$ cat src/rtl/imem_load_ctrl_pkg.sv
// Shared constants for the instruction-memory load sequencer: FSM state
// encoding, default boot PC and the instruction-memory depth that the fetch
// stage is built with.
package imem_load_ctrl_pkg;

  // Instruction memory depth in 32-bit words; the fetch stage uses the same value.
  localparam int unsigned IMEM_DEPTH = 256;

  // Bytes packed into each instruction word.
  localparam int unsigned BYTES_PER_WORD = 4;

  // PC handed to the core when a load completes.
  localparam logic [31:0] BOOT_PC_DEFAULT = 32'h0000_0000;

  // Sequencer states (3-bit binary encoding).
  localparam logic [2:0] StIdle    = 3'd0;
  localparam logic [2:0] StCollect = 3'd1;
  localparam logic [2:0] StSetaddr = 3'd2;
  localparam logic [2:0] StWrite   = 3'd3;
  localparam logic [2:0] StRelease = 3'd4;
  localparam logic [2:0] StRun     = 3'd5;

  // Byte address of a word index; upper bits of the index are dropped.
  function automatic logic [31:0] word_addr(input logic [31:0] idx);
    return {idx[29:0], 2'b00};
  endfunction

endpackage

$ cat src/rtl/imem_byte_packer.sv
// Packs an accepted byte stream into 32-bit words. Owns the lane index,
// byte placement order and zero-fill of lanes left empty by a short final word.
// word_ready is a combinational strobe on the accept that completes a word;
// the completed word is visible on word/word_last from the next cycle until clr.
module imem_byte_packer
  import imem_load_ctrl_pkg::*;
#(
  parameter bit MSB_FIRST = 1'b1
) (
  input  logic        clk,
  input  logic        rst_n,
  input  logic        clr,
  input  logic        accept,
  input  logic [7:0]  data,
  input  logic        last,
  output logic        word_ready,
  output logic [31:0] word,
  output logic        word_last
);

  logic [1:0]  idx_q, idx_d;
  logic [31:0] buf_q, buf_d;
  logic        last_q, last_d;
  logic [1:0]  lane;

  localparam logic [1:0] LastLane = 2'(BYTES_PER_WORD - 1);

  // First byte goes to the top lane when MSB_FIRST, else to the bottom lane.
  assign lane = MSB_FIRST ? (LastLane - idx_q) : idx_q;

  // Word completes on the fourth byte or on the byte flagged last.
  assign word_ready = accept && ((idx_q == LastLane) || last);
  assign word       = buf_q;
  assign word_last  = last_q;

  // Next-state for lane index, packing buffer and last flag; clear wins.
  always_comb begin
    idx_d  = idx_q;
    buf_d  = buf_q;
    last_d = last_q;
    if (clr) begin
      idx_d  = '0;
      buf_d  = '0;
      last_d = 1'b0;
    end else if (accept) begin
      buf_d[{lane, 3'b000} +: 8] = data;
      idx_d  = idx_q + 2'd1;
      last_d = last;
    end
  end

  // Packer state registers.
  always_ff @(posedge clk or negedge rst_n) begin
    if (!rst_n) begin
      idx_q  <= '0;
      buf_q  <= '0;
      last_q <= 1'b0;
    end else begin
      idx_q  <= idx_d;
      buf_q  <= buf_d;
      last_q <= last_d;
    end
  end

endmodule

$ cat src/rtl/imem_load_ctrl.sv
// Boot/load sequencer driving the fetch stage's newPC, WE and W_Ins inputs.
// Holds the core after reset, loads a byte image into instruction memory one
// word at a time (address cycle, then write cycle) and releases the core at
// BOOT_PC. Optional build macro: IMEM_LOAD_CHECKSUM_EN adds CHK_IN/CHK_SUM and
// rejects an image whose byte sum does not match CHK_IN.
module imem_load_ctrl
  import imem_load_ctrl_pkg::*;
#(
  parameter logic [31:0] BOOT_PC   = BOOT_PC_DEFAULT,
  parameter int unsigned MAX_WORDS = IMEM_DEPTH,
  parameter bit          MSB_FIRST = 1'b1,
  localparam int unsigned CW       = $clog2(MAX_WORDS) + 1
) (
  input  logic          CLK,
  input  logic          RST_N,
  input  logic          LOAD_START,
  input  logic          IN_VALID,
  input  logic [7:0]    IN_DATA,
  input  logic          IN_LAST,
  output logic          IN_READY,
  input  logic [31:0]   CORE_NEWPC,
  output logic [31:0]   NEWPC,
  output logic          WE,
  output logic [31:0]   W_INS,
  output logic          HOLD,
  output logic [CW-1:0] WORD_CNT,
  output logic          ERR
`ifdef IMEM_LOAD_CHECKSUM_EN
  ,
  input  logic [7:0]    CHK_IN,
  output logic [7:0]    CHK_SUM
`endif
);

  logic [2:0]    state_q, state_d;
  logic [CW-1:0] word_cnt_q, word_cnt_d;
  logic          err_q, err_d;
  logic          in_ready_q;
  logic          we_q;
  logic [31:0]   w_ins_q;
  logic          hold_q;

  logic          accept;
  logic          pk_clr;
  logic          pk_word_ready;
  logic [31:0]   pk_word;
  logic          pk_word_last;
  logic          cnt_full;
  logic          chk_ok;
  logic [31:0]   cur_addr;

  assign accept   = IN_VALID && in_ready_q;
  assign cnt_full = (word_cnt_q == CW'(MAX_WORDS));
  assign cur_addr = word_addr(32'(word_cnt_q));

`ifdef IMEM_LOAD_CHECKSUM_EN
  logic [7:0] chk_q, chk_d;

  assign chk_ok  = (chk_q == CHK_IN);
  assign CHK_SUM = chk_q;

  // Running modulo-256 sum of accepted bytes; restarts with each load.
  always_comb begin
    chk_d = chk_q;
    if (LOAD_START && ((state_q == StIdle) || (state_q == StRun))) begin
      chk_d = '0;
    end else if (accept) begin
      chk_d = chk_q + IN_DATA;
    end
  end

  // Checksum register.
  always_ff @(posedge CLK or negedge RST_N) begin
    if (!RST_N) begin
      chk_q <= '0;
    end else begin
      chk_q <= chk_d;
    end
  end
`else
  assign chk_ok = 1'b1;
`endif

  imem_byte_packer #(
    .MSB_FIRST (MSB_FIRST)
  ) u_packer (
    .clk        (CLK),
    .rst_n      (RST_N),
    .clr        (pk_clr),
    .accept     (accept),
    .data       (IN_DATA),
    .last       (IN_LAST),
    .word_ready (pk_word_ready),
    .word       (pk_word),
    .word_last  (pk_word_last)
  );

  // Sequencer next-state, word counter and error flag.
  always_comb begin
    state_d    = state_q;
    word_cnt_d = word_cnt_q;
    err_d      = err_q;
    pk_clr     = 1'b0;
    case (state_q)
      StIdle, StRun: begin
        if (LOAD_START) begin
          state_d    = StCollect;
          word_cnt_d = '0;
          err_d      = 1'b0;
          pk_clr     = 1'b1;
        end
      end
      StCollect: begin
        if (pk_word_ready) begin
          state_d = StSetaddr;
        end
      end
      StSetaddr: begin
        if (cnt_full) begin
          // Memory full: drop this word, keep draining until the last byte.
          err_d   = 1'b1;
          pk_clr  = 1'b1;
          state_d = pk_word_last ? StIdle : StCollect;
        end else begin
          state_d = StWrite;
        end
      end
      StWrite: begin
        word_cnt_d = word_cnt_q + CW'(1);
        pk_clr     = 1'b1;
        if (!pk_word_last) begin
          state_d = StCollect;
        end else if (err_q || !chk_ok) begin
          err_d   = 1'b1;
          state_d = StIdle;
        end else begin
          state_d = StRelease;
        end
      end
      StRelease: begin
        state_d = StRun;
      end
      default: begin
        state_d = StIdle;
      end
    endcase
  end

  // State and registered outputs; outputs follow the state being entered.
  always_ff @(posedge CLK or negedge RST_N) begin
    if (!RST_N) begin
      state_q    <= StIdle;
      word_cnt_q <= '0;
      err_q      <= 1'b0;
      in_ready_q <= 1'b0;
      we_q       <= 1'b0;
      w_ins_q    <= '0;
      hold_q     <= 1'b1;
    end else begin
      state_q    <= state_d;
      word_cnt_q <= word_cnt_d;
      err_q      <= err_d;
      in_ready_q <= (state_d == StCollect);
      we_q       <= (state_d == StWrite);
      hold_q     <= (state_d != StRun);
      if (state_d == StWrite) begin
        w_ins_q <= pk_word;
      end
    end
  end

  // NEWPC mux keyed on the registered state; RUN passes the core PC through.
  always_comb begin
    NEWPC = BOOT_PC;
    case (state_q)
      StCollect, StSetaddr, StWrite: NEWPC = cur_addr;
      StRun:                         NEWPC = CORE_NEWPC;
      default:                       NEWPC = BOOT_PC;
    endcase
  end

  assign IN_READY = in_ready_q;
  assign WE       = we_q;
  assign W_INS    = w_ins_q;
  assign HOLD     = hold_q;
  assign WORD_CNT = word_cnt_q;
  assign ERR      = err_q;

endmodule

$ cat config.mk
export PLATFORM = sky130hd
export DESIGN_NAME = imem_load_ctrl
export DESIGN_NICKNAME = d
export VERILOG_FILES = /design/src/rtl/imem_load_ctrl_pkg.sv /design/src/rtl/imem_byte_packer.sv /design/src/rtl/imem_load_ctrl.sv
export SDC_FILE = /design/constraint.sdc
export NUM_CORES = 1
export LEC_CHECK = 0
export BUFFER_PORTS_ARGS = -buffer_cell sky130_fd_sc_hd__buf_4
export CORE_ASPECT_RATIO = 0.5
export CORE_UTILIZATION = 48
export CTS_BUF_LIST = sky130_fd_sc_hd__clkbuf_4
export DETAILED_ROUTE_END_ITERATION = 7
export PLACE_DENSITY = 0.79
export SLEW_MARGIN = 10
export SYNTH_ARGS = -nofsm -noshare
export SYNTH_HDL_FRONTEND = slang
export SYNTH_SLANG_ARGS = --single-unit
$ cat constraint.sdc
create_clock -name CLK -period 2 [get_ports CLK]
set_input_delay 0.4 -clock CLK [delete_from_list [all_inputs] [get_ports CLK]]
set_output_delay 0.4 -clock CLK [all_outputs]
set_load 0.05 [all_outputs]
==> implementation parameters <==
Parameter                              Value

Cells and area
  Sequential cell area in the final layout    approximately 0.0021 mm²
  Commonest non-fill, non-tap cells in the layout    buf_4, dfrtp_1, nor2_1
  Area occupied by multi-input gates    roughly 0.0019 mm²
  Final Non-Filler Cells    611
  Antenna diode instance count    0
  Most common cell after layout, fill and taps aside    buf_4
  Ratio of cells with drive above 1 in the final layout    0.491
  Layout overhead on the synthesized area    44.4%
  Count of nets after finishing    ~550
  Count of filler cells inserted in the layout    504
  Design area    between 0.005 and 0.006 mm²

CTS
  Clock Latency Late Sink    ~0.44 ns
  Clock input transition at the sequential cells of the worst setup and hold paths    between 0.1 and 0.15 ns
  Root Driver    clkbuf_4
  CTS tree    yes
  Cts bufs inserted    9
  Maximum level of the CTS H-tree    3
  Maximum buffer depth of the clock tree    2
  CTS sink count    83

Drt
  Post-DRT Antenna Nets    0
  Total Wirelength    ~11000 µm
  Number of DRC markers after the initial detailed-route iteration    roughly 250
  Met1 Wirelength    about 4400 µm
  Top layer used by detailed routing    met4
  Via count of the routed design    3398
  Met3 Wirelength    roughly 760 µm
  Met2 Wirelength    between 5000 and 6000 µm
  Routed wire length per instance    around 18 µm
  Residual DRC count    0
  DR pass1 iterations    5
  Vias per cell    between 5 and 6

Critical path
  Endpoint class of the critical path    output port
  Data arrival time of the critical path    1.73 ns
  Crit start category    flip-flop
  Critical Path RT    ~1.6 ns
  Startpoint-to-endpoint class of the critical path    flip-flop to output port
  Largest fanout of any net on the critical path    8

Power and ir drop
  Final Total Pwr    a little over 7000 µW
  Worst vdd ir    ~0.58 mV
  Leak Pwr    0.00282 µW
  Pwr/cell area    about 1200 mW/mm²

Logic synthesis
  Number of warnings reported in the yosys synthesis log    0
  Async set-or-reset flop fraction in the synthesized netlist    1.00
  Post-synthesis net count    399
  Syn Inst Count    347
  Sequential element share of the synthesized area    0.524
  Number of enable-type register cells in the synthesized netlist    0
  Ys flop type    dfrtp_1
  Number of synthesized register bits    slightly above 80
  Synthesized area per cell    around 11 µm²
  Syn Std Cell Area    slightly below 0.004 mm²
  Post-synth cell types    45

Worst hold path
  Hold Crit Class    input pin to flip-flop

Global routing
  Total global routing overflow    0
  Via count of the first global-routing pass    around 3300
  Wire length of the first global-routing pass    16200 µm
  Maximum number of pins on one net before global-route repair    39
  Combined global-route utilization of all metal layers    0.253
  Initial antenna violation count    0

Timing
  Setup Viol. Count Final    27
  Slew headroom    0.678
  Setup repair after global routing missed its margin    yes
  Slew Viols, Final    0
  Measured slew at the worst slew-check pin    approximately 0.48 ns
  Number of hold violations in the final report    0
  Portion of the clock cycle consumed by the worst path in the final layout    1.07
  Achievable frequency    around 470 MHz
  Clock period minus final worst setup slack    between 2 and 2.5 ns
  Skew final    about 0.011 ns
  Final Worst Setup Slack    -0.133 ns

Outcome
  Result of the run    finished with violations
  Failing checks    negative setup slack

Floorplanning
  Vertical die dimension    between 60 and 70 µm
  I/O pin total    ~120
  Die area    ~0.0086 mm²
  Starting Density    0.518
  Placeable Area    between 0.007 and 0.008 mm²
  Horiz. Die Dim    roughly 130 µm
  Total number of placement rows    22

Place
  Number of cells in the design after placement    about 590
  Post-detailed-placement half-perimeter wirelength    between 7000 and 8000 µm
  GP Congestion    around 0.84
  Cell area after placement    0.00526 mm²
  Port Buffers    roughly 120
  Post-placement worst setup slack    between 0.08 and 0.09 ns

Flow run
  Max Cap Violations    0
-- path summary, 6_finish.rpt --
check,from,end,slack [ns],depth (start not counted)
worst max-delay path,state_q[2],NEWPC[10],-0.13,5
worst min-delay path,IN_LAST,u_packer.word_last,0.24,3
worst max register to register,WORD_CNT[6],W_INS[13],0.06,5
worst min register to register,u_packer.word[6],W_INS[6],0.51,1
max in group asynchronous,RST_N,W_INS[4],0.97,3
min in group asynchronous,RST_N,W_INS[17],0.49,2
-- synthesized netlist by cell type (all sizes together), types with 5 or more instances --
master,instances,area (µm²)
a22oi,36,270
and3,24,150
buf,12,86.3
nor2,38,143
o21ai,15,75.1
clkbuf,9,33.8
a21oi,6,30.0
nand3,13,70.1
a22o,5,43.8
nand2,22,82.6
dfrtp,82,2050
inv,9,33.8
mux2,32,462
ha,7,87.6
-- state kept, by name, summed over array words and instances (netlist names) --
signal / count
ERR: 1
u_packer.word_last: 1
IN_READY: 1
WE: 1
u_packer.word: 32
HOLD: 1
WORD_CNT: 9
state_q: 3
u_packer.idx_q: 2
W_INS: 32
-- layer usage --
| layer | vias to the layer above | track usage |
|---|---|---|
| met1 | 1678 | 0.303 |
| met2 | 144 | 0.447 |
| met5 | - | 0 |
| met4 | 0 | 0.0891 |
| li1 | 1561 | - |
| met3 | 15 | 0.0639 |
-- cell type report --
cell class              count  share of cell area
clock buffers              11              0.0144
clock inverters             4             0.00350
inverters                  10             0.00656
multi-input cells         233               0.330
flip-flops and latches     83               0.365
well taps                 108              0.0236
repair buffers            162               0.257
-- logic make-up (layout without fill, tap and decap cells) --
kind of cell,count (synthesis),count (layout),share of synthesized area
buffers and inverters,31,187,0.0398
multiplexers,35,35,0.124
AND/OR/NAND/NOR,117,117,0.157
XOR/XNOR,3,3,0.00663
flip-flops,83,83,0.524
AO/OA/AOI/OAI,70,70,0.124
adder cells (fa/ha/maj),8,8,0.0246
-- stage by stage --
stage | hold slack, ns | util | TNS (ns)
6_report | 0.242 | 0.748 | -2.22
5_1_grt | 0.221 | 0.748 | -4.54
4_1_cts | 0.220 | 0.719 | -0.791
3_5_place_dp | 0.393 | 0.687 | 0
3_3_place_gp | 0.395 | 0.687 | 0
2_1_floorplan | 0.104 | - | -0.555
-- report_power, final --
group          total (µW)  internal, µW  switching [µW]
combinational        3950          1580            2370
clock                 799           267             532
sequential           2360          2060             306
total                7110          3910            3210
-- what timing repair did --
item	CTS	global route
endpoints found under the setup margin	32	57
resized for setup	28	42
endpoints found under the hold margin	34	0
setup buffers	5	3
hold buffers	1	0
cloned	0	1
pin swaps	0	1
-- worst max-delay path: stages (launching register included) --
cell and delay, ns:
dfrtp_2 0.44, nor2b_4 0.21, buf_4 0.21, a22oi_2 0.09, o21ai_4 0.16, buf_6 0.18
Note: power is estimated with default switching activity, not from simulation.
